`config.mk`:
```
export PLATFORM = sky130hd
export DESIGN_NAME = uart_rx_fe
export DESIGN_NICKNAME = d
export VERILOG_FILES = /design/src/rtl/uart_rx_fe.sv
export SDC_FILE = /design/constraint.sdc
export NUM_CORES = 1
export LEC_CHECK = 0
export ABC_AREA = 1
export CAP_MARGIN = 20
export CORE_ASPECT_RATIO = 0.8
export CORE_MARGIN = 1.5
export CORE_UTILIZATION = 45
export CTS_BUF_LIST = sky130_fd_sc_hd__clkbuf_4 sky130_fd_sc_hd__clkbuf_8
export DETAILED_ROUTE_END_ITERATION = 8
export DONT_BUFFER_PORTS = 1
export PLACE_DENSITY = 0.56
export SYNTH_ARGS = -nofsm -noshare
export SYNTH_HDL_FRONTEND = slang
export SYNTH_SLANG_ARGS = --single-unit
```
`constraint.sdc`:
```
create_clock -name clk -period 2.7 [get_ports clk]
set_input_delay 0.27 -clock clk [delete_from_list [all_inputs] [get_ports clk]]
set_output_delay 0.27 -clock clk [all_outputs]
set_load 0.005 [all_outputs]
```
`src/rtl/uart_rx_fe.sv`:
```
// UART receive frame engine: oversampling tick generator, runtime parity/stop configuration,
// per-frame framing/parity error flags, sticky overrun, and a valid/ready output register.
module uart_rx_fe #(
  parameter int D_W    = 8,
  parameter int B_TICK = 16,
  parameter int DVSR_W = 11
) (
  input  logic              clk,
  input  logic              reset_n,
  input  logic              rxd,
  input  logic [DVSR_W-1:0] dvsr,
  input  logic [1:0]        parity_mode,
  input  logic              stop2,
  input  logic              err_clr,
  output logic [D_W-1:0]    out_data,
  output logic              out_valid,
  input  logic              out_ready,
  output logic              frame_err,
  output logic              parity_err,
  output logic              overrun,
  output logic              busy
);

  localparam int S_W = $clog2(B_TICK);
  localparam int N_W = $clog2(D_W + 1);

  // Handshake: a word moves on any rising clk edge where out_valid && out_ready. While
  // out_valid is high and out_ready low, out_data/frame_err/parity_err do not change.
  typedef enum logic [2:0] {IDLE, START, DATA, PARITY, STOP, BRK} state_t;
  state_t state, state_nxt;

  logic              rxd_meta, rxd_s;
  logic [DVSR_W-1:0] tick_cnt;
  logic              tick;
  logic [S_W-1:0]    s;
  logic [N_W-1:0]    n;
  logic [D_W-1:0]    shreg;
  logic [1:0]        par_l;
  logic              stop2_l, stop_idx, fe_acc, par_bit;
  logic              s_mid, s_last, n_last, par_en_l, stop_last;
  logic              fe_now, par_calc, pe_now, load;

  always_ff @(posedge clk or negedge reset_n) begin
    if (!reset_n) {rxd_meta, rxd_s} <= 2'b11;
    else          {rxd_meta, rxd_s} <= {rxd, rxd_meta};
  end

  // Comparing with >= keeps a divisor that shrinks mid-period from stretching it.
  assign tick = (tick_cnt >= dvsr);

  always_ff @(posedge clk or negedge reset_n) begin
    if (!reset_n)  tick_cnt <= '0;
    else if (tick) tick_cnt <= '0;
    else           tick_cnt <= tick_cnt + 1'b1;
  end

  assign s_mid     = (s == S_W'(B_TICK/2 - 1));
  assign s_last    = (s == S_W'(B_TICK - 1));
  assign n_last    = (n == N_W'(D_W - 1));
  assign par_en_l  = (par_l == 2'b01) || (par_l == 2'b10);
  assign stop_last = !stop2_l || stop_idx;
  assign fe_now    = fe_acc | ~rxd_s;
  assign par_calc  = (^shreg) ^ par_bit;
  assign pe_now    = (par_l == 2'b01) ? par_calc :
                     (par_l == 2'b10) ? ~par_calc : 1'b0;
  assign load      = tick && (state == STOP) && s_last && stop_last;

  always_ff @(posedge clk or negedge reset_n) begin
    if (!reset_n) state <= IDLE;
    else          state <= state_nxt;
  end

  always_comb begin
    state_nxt = state;
    if (tick) begin
      case (state)
        IDLE:    if (!rxd_s) state_nxt = START;
        START:   if (s_mid) state_nxt = rxd_s ? IDLE : DATA;
        DATA:    if (s_last && n_last) state_nxt = par_en_l ? PARITY : STOP;
        PARITY:  if (s_last) state_nxt = STOP;
        STOP:    if (s_last && stop_last) state_nxt = fe_now ? BRK : IDLE;
        BRK:     if (rxd_s) state_nxt = IDLE;
        default: state_nxt = IDLE;
      endcase
    end
  end

  always_comb begin
    busy = (state != IDLE);
  end

  always_ff @(posedge clk or negedge reset_n) begin
    if (!reset_n) begin
      s        <= '0;
      n        <= '0;
      shreg    <= '0;
      par_l    <= 2'b00;
      stop2_l  <= 1'b0;
      stop_idx <= 1'b0;
      fe_acc   <= 1'b0;
      par_bit  <= 1'b0;
    end else if (tick) begin
      case (state)
        IDLE: begin
          s <= '0;
          if (!rxd_s) begin
            par_l   <= parity_mode;
            stop2_l <= stop2;
          end
        end
        START: begin
          if (s_mid) begin
            s        <= '0;
            n        <= '0;
            fe_acc   <= 1'b0;
            stop_idx <= 1'b0;
          end else s <= s + 1'b1;
        end
        DATA: begin
          if (s_last) begin
            s     <= '0;
            shreg <= {rxd_s, shreg[D_W-1:1]};
            n     <= n + 1'b1;
          end else s <= s + 1'b1;
        end
        PARITY: begin
          if (s_last) begin
            s       <= '0;
            par_bit <= rxd_s;
          end else s <= s + 1'b1;
        end
        STOP: begin
          if (s_last) begin
            s        <= '0;
            fe_acc   <= fe_now;
            stop_idx <= 1'b1;
          end else s <= s + 1'b1;
        end
        default: s <= '0;
      endcase
    end
  end

  // A completed frame is dropped only when the held word is not leaving this cycle.
  always_ff @(posedge clk or negedge reset_n) begin
    if (!reset_n) begin
      out_data   <= '0;
      out_valid  <= 1'b0;
      frame_err  <= 1'b0;
      parity_err <= 1'b0;
    end else if (load && !(out_valid && !out_ready)) begin
      out_data   <= shreg;
      frame_err  <= fe_now;
      parity_err <= pe_now;
      out_valid  <= 1'b1;
    end else if (!load && out_valid && out_ready) begin
      out_valid  <= 1'b0;
    end
  end

  always_ff @(posedge clk or negedge reset_n) begin
    if (!reset_n)                         overrun <= 1'b0;
    else if (load && out_valid && !out_ready) overrun <= 1'b1;
    else if (err_clr)                     overrun <= 1'b0;
  end

endmodule
```
==> flow_summary.ini, run 1 <==
[status]
status = finished clean

[worst_setup_path]
critPathBufInv = 3
criticalPathCategory = reg2reg
r2r_cells = 12
cpMaxStageDelayCell = dfrtp_1
crit_family = simple AND/OR/NAND/NOR gates
crit_top_cell = nor2_1
crit_fanout = 20
cp.required_ns = 2.92
worst-path-stages = 12
endpoint = parity_err
worstSetupStartpoint = tick_cnt[6]
path_cells = ha_1 -> nand2_1 -> inv_1 -> nand3_1 -> nor2_1 -> nor2_1 -> nand3_2 -> nand4_1 -> buf_4 -> nand2_2 -> inv_1 -> nor2_1
reg2reg_slack_ns = 0.50
crit_arrival_ns = 2.42
slowest_delay_ns = 0.45
crit_path_start_kind = register
end_kind = register
r2r-start = tick_cnt[6]
reg2reg_to = parity_err

[power_and_ir_drop]
p_per_area_nw_per_um2 = 705.2
vdd_drop_max_mv = 0.3760
swShare = 0.3807
pwr-share-seq = 0.470
p_switching_mw = 0.7991
pwr-share-comb = 0.309
finalPower_mw = 2.099
clkPwrFrac = 0.221
p_int_mw = 1.300
p_leak_nw = 1.567

[synth]
synthXorXnorAreaFrac = 0.01587
synthDistinctLibCells = 31
synth_edf_count = 0
ys_ff_latch = 50
synth_top_area_share = 0.4352
synth-simple-area-share = 0.2706
yosys_warnings = 0
avgSynthCellArea_um2 = 7.841
muxShareOfSynthArea = 0
syn-instance-count = 352
synth.largest_area_cell = dfrtp_1
ys_seq_area_frac = 0.4542
async_flop_share = 1.000
synth_fa_ha_area_frac = 0.07253
synth.cell_area_um2 = 2760
synth_compound_area_frac = 0.09112
synth_top_family_by_area = simple AND/OR/NAND/NOR gates
ys.flop_type = dfrtp_1
synth_area_leaders = dfrtp_1 (44%), nand2_1 (13%), inv_1 (7.5%), ha_1 (7.3%), nor2_1 (4.6%)
synth_nets = 387

[routing]
drt_first_iter_violations = 96
wl_per_cell_um = 11.49
route.detailed.drc = 0
via_per_inst = 4.764
antenna_left = 0
drt-pass1-iter-count = 5
num_vias = 2101
wl_um = 5067

[clock_network]
cts_setup_buffers = 0
cts.clk_slew.worst_paths_ns = 0.10
cts_buffer_depth = 2
cts_hold_buf = 3
tritoncts = done
htreeDepth = 2
clock_latency_ns = 0.31
cts-resized-gates = 0
root_buffer = clkbuf_8
cts_sinks = 50
cts_made_buffers = 5

[timing]
skew_ns = 0.01381
layout_min_cycle_time_ns = 2.200
tns_ns = 0
rsz0062_at_grt = no
setup_violations = 0
slew-limit-headroom = 0.6938
fin_crit_sh = 0.8146
drv_slew = 0
whs_ns = 0.1178
setup_ws_ns = 0.5005
tightest_slew_ns = 0.4576
hold_viol = 0
clock.fmax_mhz = 454.6

[final_layout]
n_antenna_cell = 0
final_util = 0.5035
stdcell_area_um2 = 2977
area_growth_pct = 7.842
layout-drive-gt1-share = 0.08056
num-nets-final = 394
final_cell_mix = nand2_1 (93), inv_1 (55), dfrtp_1 (48)
fin_cells = 441
final_common_cell = nand2_1

[placement]
dp_cells = 430
dp_hpwl_um = 3727
dp_slack_ns = 0.5023
place_area_um2 = 2834
portBuffers = 0
place.gp.congestion = 0.8426

[global_routing]
grt_first_pass_wirelength_um = 8852
grt_pass1_vias = 1900
antenna_found_initial = 0
grt_max_degree = 51
grt_use_total = 0.1690
grt.overflow.total = 0

[die]
io_pins = 32
die_y_um = 73.05
fp.dieArea_um2 = 6615
core_um2 = 5912
dieWidth_um = 90.56
rows = 25
start_util = 0.4669

[min_path]
holdCritPathClass = in2reg

[job]
maxCapViolCount = 0
==> flip-flops by register name (all words and copies together) (netlist names) <==
signal,count
out_valid,1
stop2_l,1
rxd_s,1
parity_err,1
rxd_meta,1
state,3
s,4
par_bit,1
stop_idx,1
fe_acc,1
tick_cnt,11
par_l,2
n,4
shreg,8
overrun,1
out_data,8
frame_err,1
==> how the worst min path moves through the flow <==
stage	cells after the start	from	end	slack (ns)
floorplan	0	reset_n	fe_acc	-0.03
global placement	0	reset_n	tick_cnt[5]	-0.02
detailed placement	0	reset_n	tick_cnt[5]	-0.02
CTS	2	parity_mode[0]	par_l[0]	0.11
global route	2	parity_mode[1]	par_l[1]	0.12
finish	2	parity_mode[0]	par_l[0]	0.12
==> logic make-up after synthesis <==
group	after synthesis
AND/OR/NAND/NOR	168
XOR/XNOR	5
buffers and inverters	64
flip-flops	50
AO/OA/AOI/OAI	49
adder cells (fa/ha/maj)	16
==> power by group through the flow <==
stage	Clock, mW	Combinational (mW)	Sequential (mW)
6_report	0.464	0.649	0.986
5_1_grt	0.508	0.777	1.01
4_1_cts	0.492	0.659	0.985
3_5_place_dp	0	0.632	0.999
3_3_place_gp	0	0.630	0.996
2_1_floorplan	0	0.521	0.974
==> layer usage <==
| metal | GRT usage | vias to the layer above | wire [um] |
|---|---|---|---|
| met4 | 0.05291 | 0 | 62 |
| met2 | 0.2515 | 35 | 2054 |
| met1 | 0.2424 | 938 | 2746 |
| met5 | 0 | - | 0 |
| met3 | 0.04167 | 7 | 205 |
| li1 | - | 1121 | - |
==> Yosys cell counts, types with 4 or more instances <==
| library cell | count |
|---|---|
| xor2_1 | 4 |
| a21oi_1 | 16 |
| inv_1 | 55 |
| o21ai_0 | 7 |
| nand3_1 | 16 |
| dfrtp_1 | 48 |
| nand2_1 | 93 |
| nor3_1 | 8 |
| o21ai_1 | 23 |
| ha_1 | 16 |
| inv_2 | 4 |
| nor2_1 | 34 |
==> cell type report <==
type,instances,area (um^2)
Clock buffer,5,68.82
Clock inverter,3,26.28
Fill cell,580,2935
Inverter,59,221.5
Multi-Input combinational cell,238,1242
Sequential cell,50,1254
Tap cell,81,101.3
Timing Repair Buffer,5,62.56
Power figures use the tool's default switching activity.
==> inputs of run 2 (changes only) <==
Clock period 2.7 ns to 2.1 ns, I/O delays scaled along.
==> run 2 against run 1 <==
  * Utilization grew 0.63 points
  * Die area unchanged
  * Combinational power is 31% higher
  * Register-to-register slack lost 0.30 ns
  * Clock skew is 0.0017 ns lower
  * Design area up 1.3%
  * Fmax grew 16%
  * Critical endpoint is now state[2]
  * First-iteration DRC count down 30%
  * Highest routed layer unchanged
  * Final cell count up 0.45%
==> flow_summary.ini, run 2 (synthesis results as in run 1) <==
[min_path]
hold_end = par_l[0]
hold_start = parity_mode[0]
holdCritPathClass = in2reg
hold-path-cell-count = 2

[timing]
layout_min_cycle_time_ns = 1.895
whs_ns = 0.05628
tightest_slew_ns = 0.4635
setup_violations = 0
drv_slew = 0
slew-limit-headroom = 0.6886
clock.fmax_mhz = 527.6
rsz0062_at_grt = no
skew_ns = 0.01207
tns_ns = 0
hold_viol = 0
fin_crit_sh = 0.9025

[final_layout]
fin_cells = 443
final_util = 0.5098
largest_reg_flops = 11
area_growth_pct = 9.202
final_common_cell = nand2_1
regMostFlops = tick_cnt
seq_area_um2 = 1254
n_antenna_cell = 0
layout-drive-gt1-share = 0.09116
final_cell_mix = nand2_1 (93), inv_1 (55), dfrtp_1 (48)
multiInputGateArea_um2 = 1250
top_regs = tick_cnt x11, out_data x8, shreg x8
nFillCells = 583
num-nets-final = 396

[global_routing]
grt_first_pass_wirelength_um = 8838
grt_max_degree = 51
antenna_found_initial = 0
gr-usage-met1 = 0.2466
grt_use_total = 0.1682
grt_pass1_vias = 1885
met2_usage = 0.2523
top_usage_layer = met2
met3_usage = 0.03646
grt.overflow.total = 0

[job]
maxCapViolCount = 0

[worst_setup_path]
r2r_cells = 11
crit_arrival_ns = 2.08
reg2reg_slack_ns = 0.20
end_kind = register
crit_fanout = 6
cp.required_ns = 2.29
r2r-start = tick_cnt[10]
path_cells = ha_1 -> nand2_1 -> nor2_2 -> nand2_1 -> nor2_1 -> nand2_1 -> nand3_2 -> buf_4 -> nand4_2 -> nand2_1 -> o21ai_1
crit_top_cell = nand2_1
crit_path_start_kind = register
slowest_delay_ns = 0.40
cpMaxStageDelayCell = dfrtp_1
reg2reg_to = state[2]
criticalPathCategory = reg2reg

[die]
start_util = 0.4669
dieWidth_um = 90.56
die_y_um = 73.05
fp.dieArea_um2 = 6615
rows = 25
core_um2 = 5912
io_pins = 32

[routing]
drt-pass1-iter-count = 4
drt_first_iter_violations = 67
route.detailed.drc = 0
wl_um = 5097
num_vias = 2077
wl_per_cell_um = 11.51
antenna_left = 0
via_per_inst = 4.688

[placement]
place.gp.congestion = 0.7609
dp_cells = 432
dp_hpwl_um = 3797
portBuffers = 0

[clock_network]
cts_setup_buffers = 0
cts_sinks = 50
root_buffer = clkbuf_8
cts_buffer_depth = 2
cts.clk_slew.worst_paths_ns = 0.09
clock_latency_ns = 0.31
htreeDepth = 2
cts_made_buffers = 5
tritoncts = done

[power_and_ir_drop]
vdd_drop_max_mv = 0.4731
p_leak_nw = 1.584
p_per_area_nw_per_um2 = 906.6

[status]
status = finished clean
## run 2: cell count changes in the layout (fill, tap and decap cells not counted)
| cell | before | now |
|---|---|---|
| inv_6 | 2 | 1 |
| nand3_2 | 1 | 2 |
| inv_8 | 0 | 1 |
| nor2_1 | 34 | 33 |
| buf_4 | 2 | 3 |
| nand3_1 | 16 | 15 |
| nor2_2 | 3 | 4 |
| buf_12 | 0 | 1 |
## run 2: final cells by class
cell class / instances / area share
Sequential cell: 50 / 0.4159
Multi-Input combinational cell: 238 / 0.4147
Inverter: 59 / 0.07347
Tap cell: 81 / 0.03362
Timing Repair Buffer: 7 / 0.02989
Clock buffer: 5 / 0.02283
Clock inverter: 3 / 0.009548
## run 2: power breakdown
group | total (mW) | switching [mW] | internal (mW)
clock | 0.610 | 0.360 | 0.250
combinational | 0.851 | 0.534 | 0.317
sequential | 1.27 | 0.153 | 1.12
total | 2.73 | 1.05 | 1.69
## run 2: routing by layer
metal  vias up  share of wire
met4         0         0.0061
met1       917           0.56
met3         4          0.031
met5         -              0
met2        33           0.40
li1       1123              -
## run 2: worst max path at each step
stage	start	endpoint	slack (ns)	cells past startpoint
4_1_cts	tick_cnt[8]	stop2_l	0.16	11
5_1_grt	tick_cnt[8]	parity_err	0.01	11
6_report	tick_cnt[10]	state[2]	0.20	11
3_3_place_gp	tick_cnt[10]	par_l[1]	0.22	11
2_1_floorplan	tick_cnt[6]	n[1]	0.38	11
3_5_place_dp	tick_cnt[10]	stop2_l	0.18	11
## run 2: critical path, delay by kind of cell, from the launching register on
family | cells | cell delay (ns)
fa+ha+maj | 1 | 0.30
simple gates | 8 | 0.85
flops | 1 | 0.40
compound gates | 1 | 0.06
buf+inv | 1 | 0.19
## run 2: per-stage QoR
stage                     power [mW]  instance area [um^2]  worst slack [ns]
final                          2.733                  3014            0.2048
after global placement         2.107                  2861            0.2181
after detailed placement       2.114                  2861            0.1773
after global routing           2.978                  3014           0.01086
after floorplan                1.923                  2760            0.3819
after CTS                      2.766                  3007            0.1558
## run 2: timing repair
item                                    CTS  global route
endpoints found under the setup margin    0             3
hold buffers                              3             0
resized for setup                         0             2
endpoints found under the hold margin    51             0
